--- src/rtl/ram_arb_pkg.sv ---
// Shared types and constants for the game-state / mouse-pixel RAM write arbiter.
package ram_arb_pkg;

    typedef enum logic [1:0] {
        IDLE      = 2'd0,
        SERVE_MPD = 2'd1,
        SERVE_GST = 2'd2,
        FORCE_GST = 2'd3
    } arb_state_t;

    localparam int REQ_GST      = 0;
    localparam int REQ_MPD      = 1;
    localparam int NUM_REQ      = 2;
    localparam int STARVE_CNT_W = 8;

    function automatic logic [15:0] sat_inc16(input logic [15:0] value);
        return (value == 16'hFFFF) ? value : value + 16'd1;
    endfunction

endpackage

--- src/rtl/ram_write_arbiter_starve_counter.sv ---
// Counts consecutive cycles the game-state controller is kept waiting; saturates at STARVE_LIMIT.
module starve_counter
    import ram_arb_pkg::*;
#(
    parameter int STARVE_LIMIT = 15
) (
    input  logic clk_i,
    input  logic reset_i,
    input  logic gst_req_i,
    input  logic gst_gnt_i,
    output logic at_limit_o
);

    localparam logic [STARVE_CNT_W-1:0] LIMIT_VAL = STARVE_CNT_W'(STARVE_LIMIT);

    logic [STARVE_CNT_W-1:0] starve_cnt_q;
    logic [STARVE_CNT_W-1:0] starve_cnt_d;

    always_comb begin
        starve_cnt_d = starve_cnt_q;
        // A dropped or served request forgets its history entirely.
        if (!gst_req_i || gst_gnt_i) begin
            starve_cnt_d = '0;
        end else if (starve_cnt_q < LIMIT_VAL) begin
            starve_cnt_d = starve_cnt_q + 1'b1;
        end
    end

    always_ff @(posedge clk_i) begin
        if (reset_i) begin
            starve_cnt_q <= '0;
        end else begin
            starve_cnt_q <= starve_cnt_d;
        end
    end

    assign at_limit_o = (starve_cnt_q == LIMIT_VAL);

endmodule

--- src/rtl/ram_write_arbiter.sv ---
// Two-requester RAM write arbiter: mouse drawer has priority, game-state is forced through on starvation.
// Optional statistics counters are enabled with the RAM_ARB_STATS_EN macro.
module ram_write_arbiter
    import ram_arb_pkg::*;
#(
    parameter int ADDR_WIDTH   = 19,
    parameter int DATA_WIDTH   = 1,
    parameter int STARVE_LIMIT = 15
) (
    input  logic                  clk_i,
    input  logic                  reset_i,
    input  logic                  gst_req_i,
    input  logic [ADDR_WIDTH-1:0] gst_addr_i,
    input  logic [DATA_WIDTH-1:0] gst_data_i,
    output logic                  gst_gnt_o,
    input  logic                  mpd_req_i,
    input  logic [ADDR_WIDTH-1:0] mpd_addr_i,
    input  logic [DATA_WIDTH-1:0] mpd_data_i,
    output logic                  mpd_gnt_o,
    output logic                  ram_wr_en_o,
    output logic [ADDR_WIDTH-1:0] ram_wr_address_o,
    output logic [DATA_WIDTH-1:0] ram_wr_data_o
`ifdef RAM_ARB_STATS_EN
    ,
    output logic [15:0]           conflict_count_o,
    output logic [15:0]           force_count_o
`endif
);

    arb_state_t state_q;
    arb_state_t state_d;

    logic                  at_limit;
    logic [NUM_REQ-1:0]    gnt;
    logic [ADDR_WIDTH-1:0] req_addr [NUM_REQ];
    logic [DATA_WIDTH-1:0] req_data [NUM_REQ];
    logic [ADDR_WIDTH-1:0] sel_addr;
    logic [DATA_WIDTH-1:0] sel_data;

    logic                  ram_wr_en_q;
    logic                  ram_wr_en_d;
    logic [ADDR_WIDTH-1:0] ram_wr_address_q;
    logic [ADDR_WIDTH-1:0] ram_wr_address_d;
    logic [DATA_WIDTH-1:0] ram_wr_data_q;
    logic [DATA_WIDTH-1:0] ram_wr_data_d;

    assign req_addr[REQ_GST] = gst_addr_i;
    assign req_addr[REQ_MPD] = mpd_addr_i;
    assign req_data[REQ_GST] = gst_data_i;
    assign req_data[REQ_MPD] = mpd_data_i;

    // state_d is the owner of this cycle's grant; state_q remembers last cycle's owner.
    always_comb begin
        state_d = IDLE;
        if (reset_i) begin
            state_d = IDLE;
        end else if (gst_req_i && mpd_req_i) begin
            state_d = (at_limit && (state_q != FORCE_GST)) ? FORCE_GST : SERVE_MPD;
        end else if (gst_req_i) begin
            state_d = SERVE_GST;
        end else if (mpd_req_i) begin
            state_d = SERVE_MPD;
        end
    end

    assign gnt[REQ_GST] = (state_d == SERVE_GST) || (state_d == FORCE_GST);
    assign gnt[REQ_MPD] = (state_d == SERVE_MPD);
    assign gst_gnt_o    = gnt[REQ_GST];
    assign mpd_gnt_o    = gnt[REQ_MPD];

    // One-hot grant, so an AND-OR mux selects the winning payload.
    logic [ADDR_WIDTH-1:0] addr_terms [NUM_REQ];
    logic [DATA_WIDTH-1:0] data_terms [NUM_REQ];

    generate
        for (genvar gi = 0; gi < NUM_REQ; gi++) begin : g_payload
            assign addr_terms[gi] = req_addr[gi] & {ADDR_WIDTH{gnt[gi]}};
            assign data_terms[gi] = req_data[gi] & {DATA_WIDTH{gnt[gi]}};
        end
    endgenerate

    assign sel_addr = addr_terms[REQ_GST] | addr_terms[REQ_MPD];
    assign sel_data = data_terms[REQ_GST] | data_terms[REQ_MPD];

    always_comb begin
        ram_wr_en_d      = |gnt;
        ram_wr_address_d = ram_wr_address_q;
        ram_wr_data_d    = ram_wr_data_q;
        if (|gnt) begin
            ram_wr_address_d = sel_addr;
            ram_wr_data_d    = sel_data;
        end
    end

    always_ff @(posedge clk_i) begin
        if (reset_i) begin
            state_q          <= IDLE;
            ram_wr_en_q      <= 1'b0;
            ram_wr_address_q <= '0;
            ram_wr_data_q    <= '0;
        end else begin
            state_q          <= state_d;
            ram_wr_en_q      <= ram_wr_en_d;
            ram_wr_address_q <= ram_wr_address_d;
            ram_wr_data_q    <= ram_wr_data_d;
        end
    end

    assign ram_wr_en_o      = ram_wr_en_q;
    assign ram_wr_address_o = ram_wr_address_q;
    assign ram_wr_data_o    = ram_wr_data_q;

    starve_counter #(
        .STARVE_LIMIT(STARVE_LIMIT)
    ) u_starve_counter (
        .clk_i     (clk_i),
        .reset_i   (reset_i),
        .gst_req_i (gst_req_i),
        .gst_gnt_i (gnt[REQ_GST]),
        .at_limit_o(at_limit)
    );

`ifdef RAM_ARB_STATS_EN
    logic [15:0] conflict_count_q;
    logic [15:0] conflict_count_d;
    logic [15:0] force_count_q;
    logic [15:0] force_count_d;

    always_comb begin
        conflict_count_d = conflict_count_q;
        force_count_d    = force_count_q;
        if (gst_req_i && mpd_req_i) begin
            conflict_count_d = sat_inc16(conflict_count_q);
        end
        if ((state_d == FORCE_GST) && (state_q != FORCE_GST)) begin
            force_count_d = sat_inc16(force_count_q);
        end
    end

    always_ff @(posedge clk_i) begin
        if (reset_i) begin
            conflict_count_q <= '0;
            force_count_q    <= '0;
        end else begin
            conflict_count_q <= conflict_count_d;
            force_count_q    <= force_count_d;
        end
    end

    assign conflict_count_o = conflict_count_q;
    assign force_count_o    = force_count_q;
`endif

endmodule

--- config.mk ---
export PLATFORM = sky130hd
export DESIGN_NAME = ram_write_arbiter
export DESIGN_NICKNAME = d
export VERILOG_FILES = /design/src/rtl/ram_arb_pkg.sv /design/src/rtl/ram_write_arbiter_starve_counter.sv /design/src/rtl/ram_write_arbiter.sv
export SDC_FILE = /design/constraint.sdc
export NUM_CORES = 1
export LEC_CHECK = 0
export ABC_AREA = 0
export CORE_ASPECT_RATIO = 0.6
export CORE_MARGIN = 4
export CORE_UTILIZATION = 30
export CTS_CLUSTER_SIZE = 8
export DETAILED_ROUTE_END_ITERATION = 12
export PLACE_DENSITY_LB_ADDON = 0.15
export SLEW_MARGIN = 5
export SYNTH_ARGS = -nofsm -noshare
export SYNTH_HDL_FRONTEND = slang
export SYNTH_SLANG_ARGS = --single-unit
--- constraint.sdc ---
create_clock -name clk_i -period 2.55 [get_ports clk_i]
set_clock_uncertainty 0.15 [all_clocks]
set_input_delay 0.51 -clock clk_i [delete_from_list [all_inputs] [get_ports clk_i]]
set_output_delay 0.51 -clock clk_i [all_outputs]
set_load 0.01 [all_outputs]
# After elaboration in Yosys (flattened, before gate mapping)
# Cells that the tools add are included.
[totals]
ff_bits = 31
out_inout_bits = 23
wordCells = 30
[classes]
addsub = 1
magnitude_cmp = 1
n_eq_ne = 5
mux = 5
n_bitwise = 6
n_reduce_logical = 7
[ops]
columns = ["cell", "n"]
rows = [
  ["$and 19x19->19", 2],
  ["$or 19x19->19", 1],
  ["$add 8x1->8 const B", 1],
  ["$eq 8x4->1 const B", 1],
  ["$lt 8x4->1 const B", 1],
  ["$mux 2", 4],
  ["$eq 2x2->1 const B", 2],
  ["$reduce_or 2->1", 2],
  ["$and 1x1->1", 2],
  ["$eq 2x1->1 const B", 1],
  ["$logic_and 1x1->1", 2],
  ["$logic_or 1x1->1", 2],
  ["$ne 2x2->1 const B", 1],
  ["$logic_not 1->1", 1],
  ["$mux 1", 1],
  ["$or 1x1->1", 1],
]

# Depth between registers and ports, before layout
# Gate-level depths: netlist of the first run.
[depth]
word_depth = 9
ltp_mapped = 6

# Modules after synthesis
# Synthesis of the first run repeated with hierarchy kept, for this count alone.
[unflattened]
hier_cells = 110
area_unflattened_um2 = 1219.9
[modules_own_cells]
columns = ["mod", "instances", "cells_per_inst", "area_each_um2", "seq_area_each_um2"]
rows = [
  ["ram_write_arbiter", 1, 78, 898.4, 460.4],
  ["starve_counter", 1, 32, 321.6, 160.2],
]

# Least setup slack after synthesis of the first run
# No wires, ideal clock.
[synth_path]
kind = "reg-to-output"
from = "register u_starve_counter.starve_cnt_q[7]"
to = "output gst_gnt_o"
t_arrival_ns = 1.504
required_ns = 1.890
setup_slack_ns = 0.386
path_stages_with_launch = 4
n_path_buf = 0
cell_sequence = "dfxtp_1 > or4_4 > or3_4 > a21oi_1"
[synth_between]
elab_chain_len = 7
[synth_rtl]
columns = ["item", "line_no", "source"]
rows = [
  ["from (decl)", "ram_write_arbiter_starve_counter.sv:16", "logic [STARVE_CNT_W-1:0] starve_cnt_q;"],
  ["from (signal assigned)", "ram_write_arbiter_starve_counter.sv:33", "starve_cnt_q <= starve_cnt_d;"],
  ["$eq 8x4->1 *", "ram_write_arbiter_starve_counter.sv:37", "assign at_limit_o = (starve_cnt_q == LIMIT_VAL);"],
  ["$logic_and 1x1->1 *", "ram_write_arbiter.sv:58", "state_d = (at_limit && (state_q != FORCE_GST)) ? FORCE_GST : SERVE_MPD;"],
  ["$mux 2 *", "ram_write_arbiter.sv:58", ""],
  ["$mux 2 *", "ram_write_arbiter.sv:57", "end else if (gst_req_i && mpd_req_i) begin"],
  ["$mux 2 *", "ram_write_arbiter.sv:55", "if (reset_i) begin"],
  ["$eq 2x2->1", "ram_write_arbiter.sv:66", "assign gnt[REQ_GST] = (state_d == SERVE_GST) || (state_d == FORCE_GST);"],
  ["$logic_or 1x1->1 *", "ram_write_arbiter.sv:66", ""],
  ["to (decl)", "ram_write_arbiter.sv:15", "output logic gst_gnt_o,"],
]
# Mark *: on every way between the ends. The rest lies on a longest branch, timed or not.

# Final worst setup path of the first run
# Same ends and word-level chain as after synthesis.

==> metrics.md, run 1 <==
| Metric | Value |
|---|---|
| Status | `complete, no violations` |
| Cell Count, Final, Fillers Out | `357` |
| WP data required | `1.89 ns` |
| Placed Cells | `349` |
| Diode count | `0` |
| Synth warn | `0` |
| Area grow syn2layout | `53.0%` |
| ANT nets after route | `0` |
| Row cnt | `21` |
| Drt pass-1 iters | `4` |
| Largest fanout on the critical path | `2` |
| Hold Crit Class | `reg -> reg` |
| RSZ-0062 raised after global routing | `no` |
| P_leak | `1.07 nW` |
| DIE WIDTH | `~110 µm` |
| Syn_nets | `243` |
| Synth area leader | `dfxtp_1` |
| Sequential area share after synthesis | `35.5%` |
| Starting Density | `31.2%` |
| Fmax | `409 MHz` |
| CTS max path bufs | `2` |
| DP HPWL | `3390 µm` |
| CP cell instances | `or4_4 -> or3_4 -> a21oi_2 -> buf_2` |
| Detailed-route DRC error count | `0` |
| Cts-stage hold buffer count | `0` |
| Yosys reg bits | `31` |
| Area of the core | `5600 µm²` |
| Crit. End Element | `output port` |
| Sink Count | `31` |
| Slew headroom | `around 56%` |
| Fin util | `47.8%` |
| Via density | `~4.4` |
| CTS Root Buffer Type | `clkbuf_8` |
| Largest net degree at the start of global routing | `24` |
| Drt initial violations | `52` |
| CTS tree | `done` |
| Final worst-path cycle share | `95.8%` |
| Fin Hold WS | `0.332 ns` |
| Peak VDD IR | `0.175 mV` |
| Tmin final | `2.44 ns` |
| Clk pin slew, worst setup/hold paths | `approximately 0.060 ns` |
| Via count | `~1600` |
| I/O Pins | `67` |
| Total Routed Length | `4660 µm` |
| Antenna violations before repair | `0` |
| P per Cell Area | `459 nW/µm²` |
| Total power | `between 1 and 1.5 mW` |
| Die height | `67.1 µm` |
| Final hold viol count | `0` |
| IO Port Bufs | `66` |
| Synth Cell Area | `1750 µm²` |
| GRT Total Usage | `13.8%` |
| Number of unique standard cell types used by synthesis | `30` |
| Area occupied by multi-input gates | `992 µm²` |
| Post-CTS Setup Bufs | `0` |
| Max_cap viols | `0` |
| Final instance area | `around 2700 µm²` |
| Layout cells sized above 1 | `33.6%` |
| Crit path DAT | `roughly 1.8 ns` |
| Placed Area | `2580 µm²` |
| Startpoint types | `register` |
| Routability-driven placement congestion ratio | `approximately 0.81` |
| Syn Inst Count | `about 200` |
| Clock latency on the worst-skew pair | `about 0.28 ns` |
| Die area | `7150 µm²` |
| Critical path type | `reg -> out` |
| Fin nets | `321` |
| Delay of the slowest critical-path stage | `between 0.5 and 0.6 ns` |
| GRT overflow | `0` |
| Clock buffer count from CTS | `5` |
| Average size of a mapped cell | `8.83 µm²` |
| Wire length per cell | `13.1 µm` |
| H-tree depth | `2` |
| Post-synth top area share | `35.5%` |
| Least-Margin Pin Slew | `0.647 ns` |
| Layout fillers | `553` |
| Vias in the first global route | `1532` |
| First-pass GRT wire length | `7670 µm` |
| Crit-path slowest cell | `or4_4` |
| Setup violations, final | `0` |
| Fin. max-slew vios | `0` |
| Reg area | `621 µm²` |
| Ranking of synthesized cells by area | `dfxtp_1, mux2_2, a21oi_2, o21ai_2, a21oi_1` |
sequential cells by signal, summed over array words and instances (netlist names):
register                       cells
ram_wr_address_o                  19
u_starve_counter.starve_cnt_q      8
state_q                            2
ram_wr_data_o                      1
ram_wr_en_o                        1
layout make-up:
cell class              instances  share of cell area, %
flip-flops and latches         31                   23.2
multi-input cells             134                   37.1
well taps                      80                   3.74
inverters                      20                   2.81
clock buffers                   8                   3.74
repair buffers                 84                   29.4
Yosys cell counts:
cell type and instances:
nor4_1 1, buf_6 2, nand2_1 22, ha_1 1, nor2b_1 2, or3_4 1, xor2_1 1, or4_4 1
a21oi_2 19, and3_4 1, inv_1 20, o21ai_0 1, or2b_2 1, nand3_1 4, nor4_4 1, and2_2 1
a21oi_1 25, dfxtp_1 31, and4b_1 1, o21ai_2 19, and2_1 5, o41a_1 1, buf_2 2, xnor2_1 1
nor2_1 3, buf_1 1, mux2_2 20, nor3_1 1, and3_1 1, clkbuf_1 8
final timing paths:
check                                      to                        startpoint  depth (start not counted)  slack, ns
min          u_starve_counter.starve_cnt_q[1]  u_starve_counter.starve_cnt_q[1]                          2       0.33
max                                 gst_gnt_o  u_starve_counter.starve_cnt_q[7]                          4       0.11
min reg2reg  u_starve_counter.starve_cnt_q[1]  u_starve_counter.starve_cnt_q[1]                          2       0.33
max reg2reg               ram_wr_address_o[4]  u_starve_counter.starve_cnt_q[7]                          6       0.38
metrics by stage:
stage / setup WS [ns] / setup TNS (ns)
5_1_grt: 0.00246 / 0
3_5_place_dp: -0.193 / -0.385
6_report: 0.106 / 0
4_1_cts: 0.00227 / 0
3_3_place_gp: -0.206 / -0.400
2_1_floorplan: 0.386 / 0
metal layers:
metal / track usage (%) / up-vias / wire length [µm]
met5: 0 / - / 0
met4: 2.87 / 0 / 20
met3: 5.03 / 3 / 253
met2: 19.5 / 30 / 1950
met1: 20.1 / 704 / 2440
li1: - / 836 / -
power by group:
group          switching [mW]  leakage [nW]  total (mW)  internal, mW
Sequential             0.0106         0.255       0.519         0.508
Clock                   0.185        0.0515       0.431         0.246
Combinational           0.115         0.763       0.278         0.163
layout by cell type, fill, tap and decap left out, types with 2 or more instances in the layout:
master and n:
nand3_1 4, a21oi_1 24, mux2_2 20, nor2_1 2
nor2b_1 2, buf_4 18, a21oi_2 20, nand2_1 22
and2_1 5, dfxtp_1 31, inv_1 20, clkdlybuf4s50_1 64
o21ai_2 19, clkbuf_8 7
cells by family (layout without fill, tap and decap cells):
| family | after synthesis | in the layout | synth area share [%] |
|---|---|---|---|
| flops | 31 | 31 | 35.5 |
| mux | 20 | 20 | 12.9 |
| xor+xnor | 2 | 2 | 1.00 |
| buf+inv | 33 | 112 | 8.09 |
| simple gates | 46 | 46 | 14.7 |
| compound gates | 65 | 65 | 27.1 |
| fa+ha+maj | 1 | 1 | 0.716 |
critical path: cells and delay by family, from the launching register on:
| family | cells | cell delay [ns] |
|---|---|---|
| AO/OA/AOI/OAI | 1 | 0.12 |
| buffers and inverters | 1 | 0.14 |
| flip-flops | 1 | 0.31 |
| AND/OR/NAND/NOR | 2 | 0.93 |
repair_timing:
item,4_1_cts,5_1_grt
endpoints found under the setup margin,2,2
gates resized for setup,7,1
pin swaps,0,1
Note: power is estimated with default switching activity, not from simulation.
==> run 2: changes to the inputs <==
--- a/config.mk
+++ b/config.mk
@@ -7,9 +7,9 @@
 export LEC_CHECK = 0
 export ABC_AREA = 0
 export CORE_ASPECT_RATIO = 0.6
-export CORE_MARGIN = 4
+export CORE_MARGIN = 5
 export CORE_UTILIZATION = 30
-export CTS_CLUSTER_SIZE = 8
+export CTS_CLUSTER_SIZE = 24
 export DETAILED_ROUTE_END_ITERATION = 12
 export PLACE_DENSITY_LB_ADDON = 0.15
 export SLEW_MARGIN = 5
==> run 2 against run 1 <==
Effect of this change: wire length up 3.6%; clock power is 0.9% lower; sequential share of layout area decreased by 0.13 points; sequential power barely moved; worst setup slack better by 0.023 ns; critical path depth stayed put; register-to-register slack is essentially flat; sequential cell count did not move; non-clock buffer count is 1 higher; combinational power barely moved; final cell count rose by 0.28%; critical path type unchanged.
==> metrics.md, run 2 (same netlist as run 1, synthesis figures left out) <==
| Metric | Value |
|---|---|
| Diode count | `0 (unchanged)` |
| Fmax | `413 MHz (was 409 MHz)` |
| DP HPWL | `3580 µm (was 3390 µm)` |
| I/O Pins | `67 (unchanged)` |
| Number of flip-flops in the largest register | `19 (unchanged)` |
| Clock buffer count from CTS | `5 (unchanged)` |
| Combinational power share | `22.8% (was 22.6%)` |
| Fin. max-slew vios | `0 (unchanged)` |
| DIE WIDTH | `109 µm (was 107 µm)` |
| Peak VDD IR | `0.191 mV (was 0.175 mV)` |
| Sink Count | `31 (unchanged)` |
| Fin Hold WS | `0.324 ns (was 0.332 ns)` |
| First-pass GRT wire length | `7850 µm (was 7670 µm)` |
| P per Cell Area | `456 nW/µm² (was 459 nW/µm²)` |
| WP data required | `1.89 ns (about the same)` |
| Net Sw Power | `0.307 mW (was 0.310 mW)` |
| Final hold viol count | `0 (unchanged)` |
| R2R setup slack | `0.37 ns (was 0.38 ns)` |
| Row cnt | `21 (unchanged)` |
| Area grow syn2layout | `53.8% (was 53.0%)` |
| Area of the core | `5620 µm² (was 5600 µm²)` |
| Area occupied by multi-input gates | `1000 µm² (was 992 µm²)` |
| Crit. End Element | `output port (unchanged)` |
| Tmin final | `2.42 ns (was 2.44 ns)` |
| Internal power | `0.918 mW (about the same)` |
| Largest fanout on the critical path | `2 (unchanged)` |
| RSZ-0062 raised after global routing | `no (unchanged)` |
| Die area | `7500 µm² (was 7150 µm²)` |
| Most frequent cells in the layout | `clkdlybuf4s50_1, dfxtp_1, a21oi_1 (unchanged)` |
| Seq pwr share | `42.3% (about the same)` |
| CTS tree | `done (unchanged)` |
| Clock latency on the worst-skew pair | `0.28 ns (about the same)` |
| Startpoint types | `register (unchanged)` |
| Detailed-route DRC error count | `0 (unchanged)` |
| Via count | `1595 (was 1573)` |
| Slew headroom | `52.8% (was 56.4%)` |
| Placed Area | `2590 µm² (was 2580 µm²)` |
| Die height | `69.1 µm (was 67.1 µm)` |
| Wire length per cell | `13.5 µm (was 13.1 µm)` |
| Largest net degree at the start of global routing | `24 (unchanged)` |
| Commonest non-fill, non-tap cell in the layout | `clkdlybuf4s50_1 (unchanged)` |
| Reg area | `621 µm² (unchanged)` |
| Vias in the first global route | `1579 (was 1532)` |
| GRT Total Usage | `13.2% (was 13.8%)` |
| Clk pwr share | `34.9% (was 35.1%)` |
| Starting Density | `31.1% (was 31.2%)` |
| GRT overflow | `0 (unchanged)` |
| Sw Share | `25.1% (was 25.3%)` |
| Status | `complete, no violations (unchanged)` |
| Final worst-path cycle share | `94.9% (was 95.8%)` |
| Delay of the slowest critical-path stage | `0.53 ns (about the same)` |
| Crit-path slowest cell | `or4_4 (unchanged)` |
| Antenna violations before repair | `0 (unchanged)` |
| CTS max path bufs | `2 (unchanged)` |
| IO Port Bufs | `66 (unchanged)` |
| Least-Margin Pin Slew | `0.702 ns (was 0.647 ns)` |
| Layout cells sized above 1 | `33.8% (was 33.6%)` |
| Drt pass-1 iters | `4 (unchanged)` |
| Setup violations, final | `0 (unchanged)` |
| CTS Root Buffer Type | `clkbuf_8 (unchanged)` |
| Final TNS setup | `0 ns (unchanged)` |
| Fin nets | `322 (was 321)` |
| Post-CTS Setup Bufs | `0 (unchanged)` |
| Drt initial violations | `31 (was 52)` |
| Hold Crit Class | `reg -> reg (unchanged)` |
| Routability-driven placement congestion ratio | `0.769 (was 0.810)` |
| ANT nets after route | `0 (unchanged)` |
| H-tree depth | `2 (unchanged)` |
| Via density | `4.46 (was 4.41)` |
| Max_cap viols | `0 (unchanged)` |
| CP cell instances | `or4_4 -> or3_4 -> a21oi_4 -> buf_2 (was or4_4 -> or3_4 -> a21oi_2 -> buf_2)` |
| Total Routed Length | `4830 µm (was 4660 µm)` |
| Final instance area | `2690 µm² (was 2670 µm²)` |
| Clk pin slew, worst setup/hold paths | `0.06 ns (about the same)` |
| Layout fillers | `578 (was 553)` |
| Crit path DAT | `1.76 ns (was 1.78 ns)` |
| P_leak | `1.08 nW (was 1.07 nW)` |
| Critical path type | `reg -> out (unchanged)` |
## run 2: cell types whose count changed in the layout (fill, tap and decap cells not counted), sizes merged
| cell | delta |
|---|---|
| buf | +1 |
## run 2: path summary, 6_finish.rpt
| kind | depth (start not counted) | endpoint | start |
|---|---|---|---|
| worst max-delay path | 4 | gst_gnt_o | u_starve_counter.starve_cnt_q[7] |
| worst min-delay path | 2 | u_starve_counter.starve_cnt_q[1] | u_starve_counter.starve_cnt_q[1] |
| worst max register to register | 6 | ram_wr_address_o[4] | u_starve_counter.starve_cnt_q[7] |
| worst min register to register | 2 | u_starve_counter.starve_cnt_q[1] | u_starve_counter.starve_cnt_q[1] |
## run 2: final cells by class
type	count	share of cell area, %
repair buffers	85	29.5
multi-input cells	134	37.2
well taps	80	3.72
clock buffers	8	3.72
flip-flops and latches	31	23.1
inverters	20	2.79
## run 2: metrics by stage
stage                     worst slack [ns]  total power [mW]  utilization [%]  instances
after global routing                0.0282              1.30             47.8        358
after detailed placement            -0.195             0.810             46.0        350
after floorplan                      0.386             0.663                -        198
after CTS                          0.00349              1.25             47.8        358
final                                0.129              1.23             47.8        358
after global placement              -0.184             0.810             46.0        350
## run 2: critical path, delay by kind of cell, from the launching register on
| family | cells | cell delay, ns |
|---|---|---|
| simple gates | 2 | 0.89 |
| flops | 1 | 0.31 |
| compound gates | 1 | 0.15 |
| buf+inv | 1 | 0.14 |
## run 2: layer usage
metal  track usage, %  wire length (µm)
met5                0                 0
met4             3.78                39
met3             4.01               283
met2             20.2              2110
met1             17.9              2400
## run 2: power groups by stage
stage | Sequential (mW) | Clock [mW] | Combinational [mW]
2_1_floorplan | 0.539 | 0 | 0.124
3_3_place_gp | 0.530 | 0 | 0.280
3_5_place_dp | 0.530 | 0 | 0.281
4_1_cts | 0.519 | 0.446 | 0.281
5_1_grt | 0.521 | 0.471 | 0.304
6_report | 0.518 | 0.427 | 0.280
## run 2: what timing repair did
action | in CTS | in global routing
hold buffers | 0 | 0
gates cloned | 0 | 0
resized for setup | 7 | 2
endpoints found under the setup margin | 2 | 2
pin swaps | 0 | 1
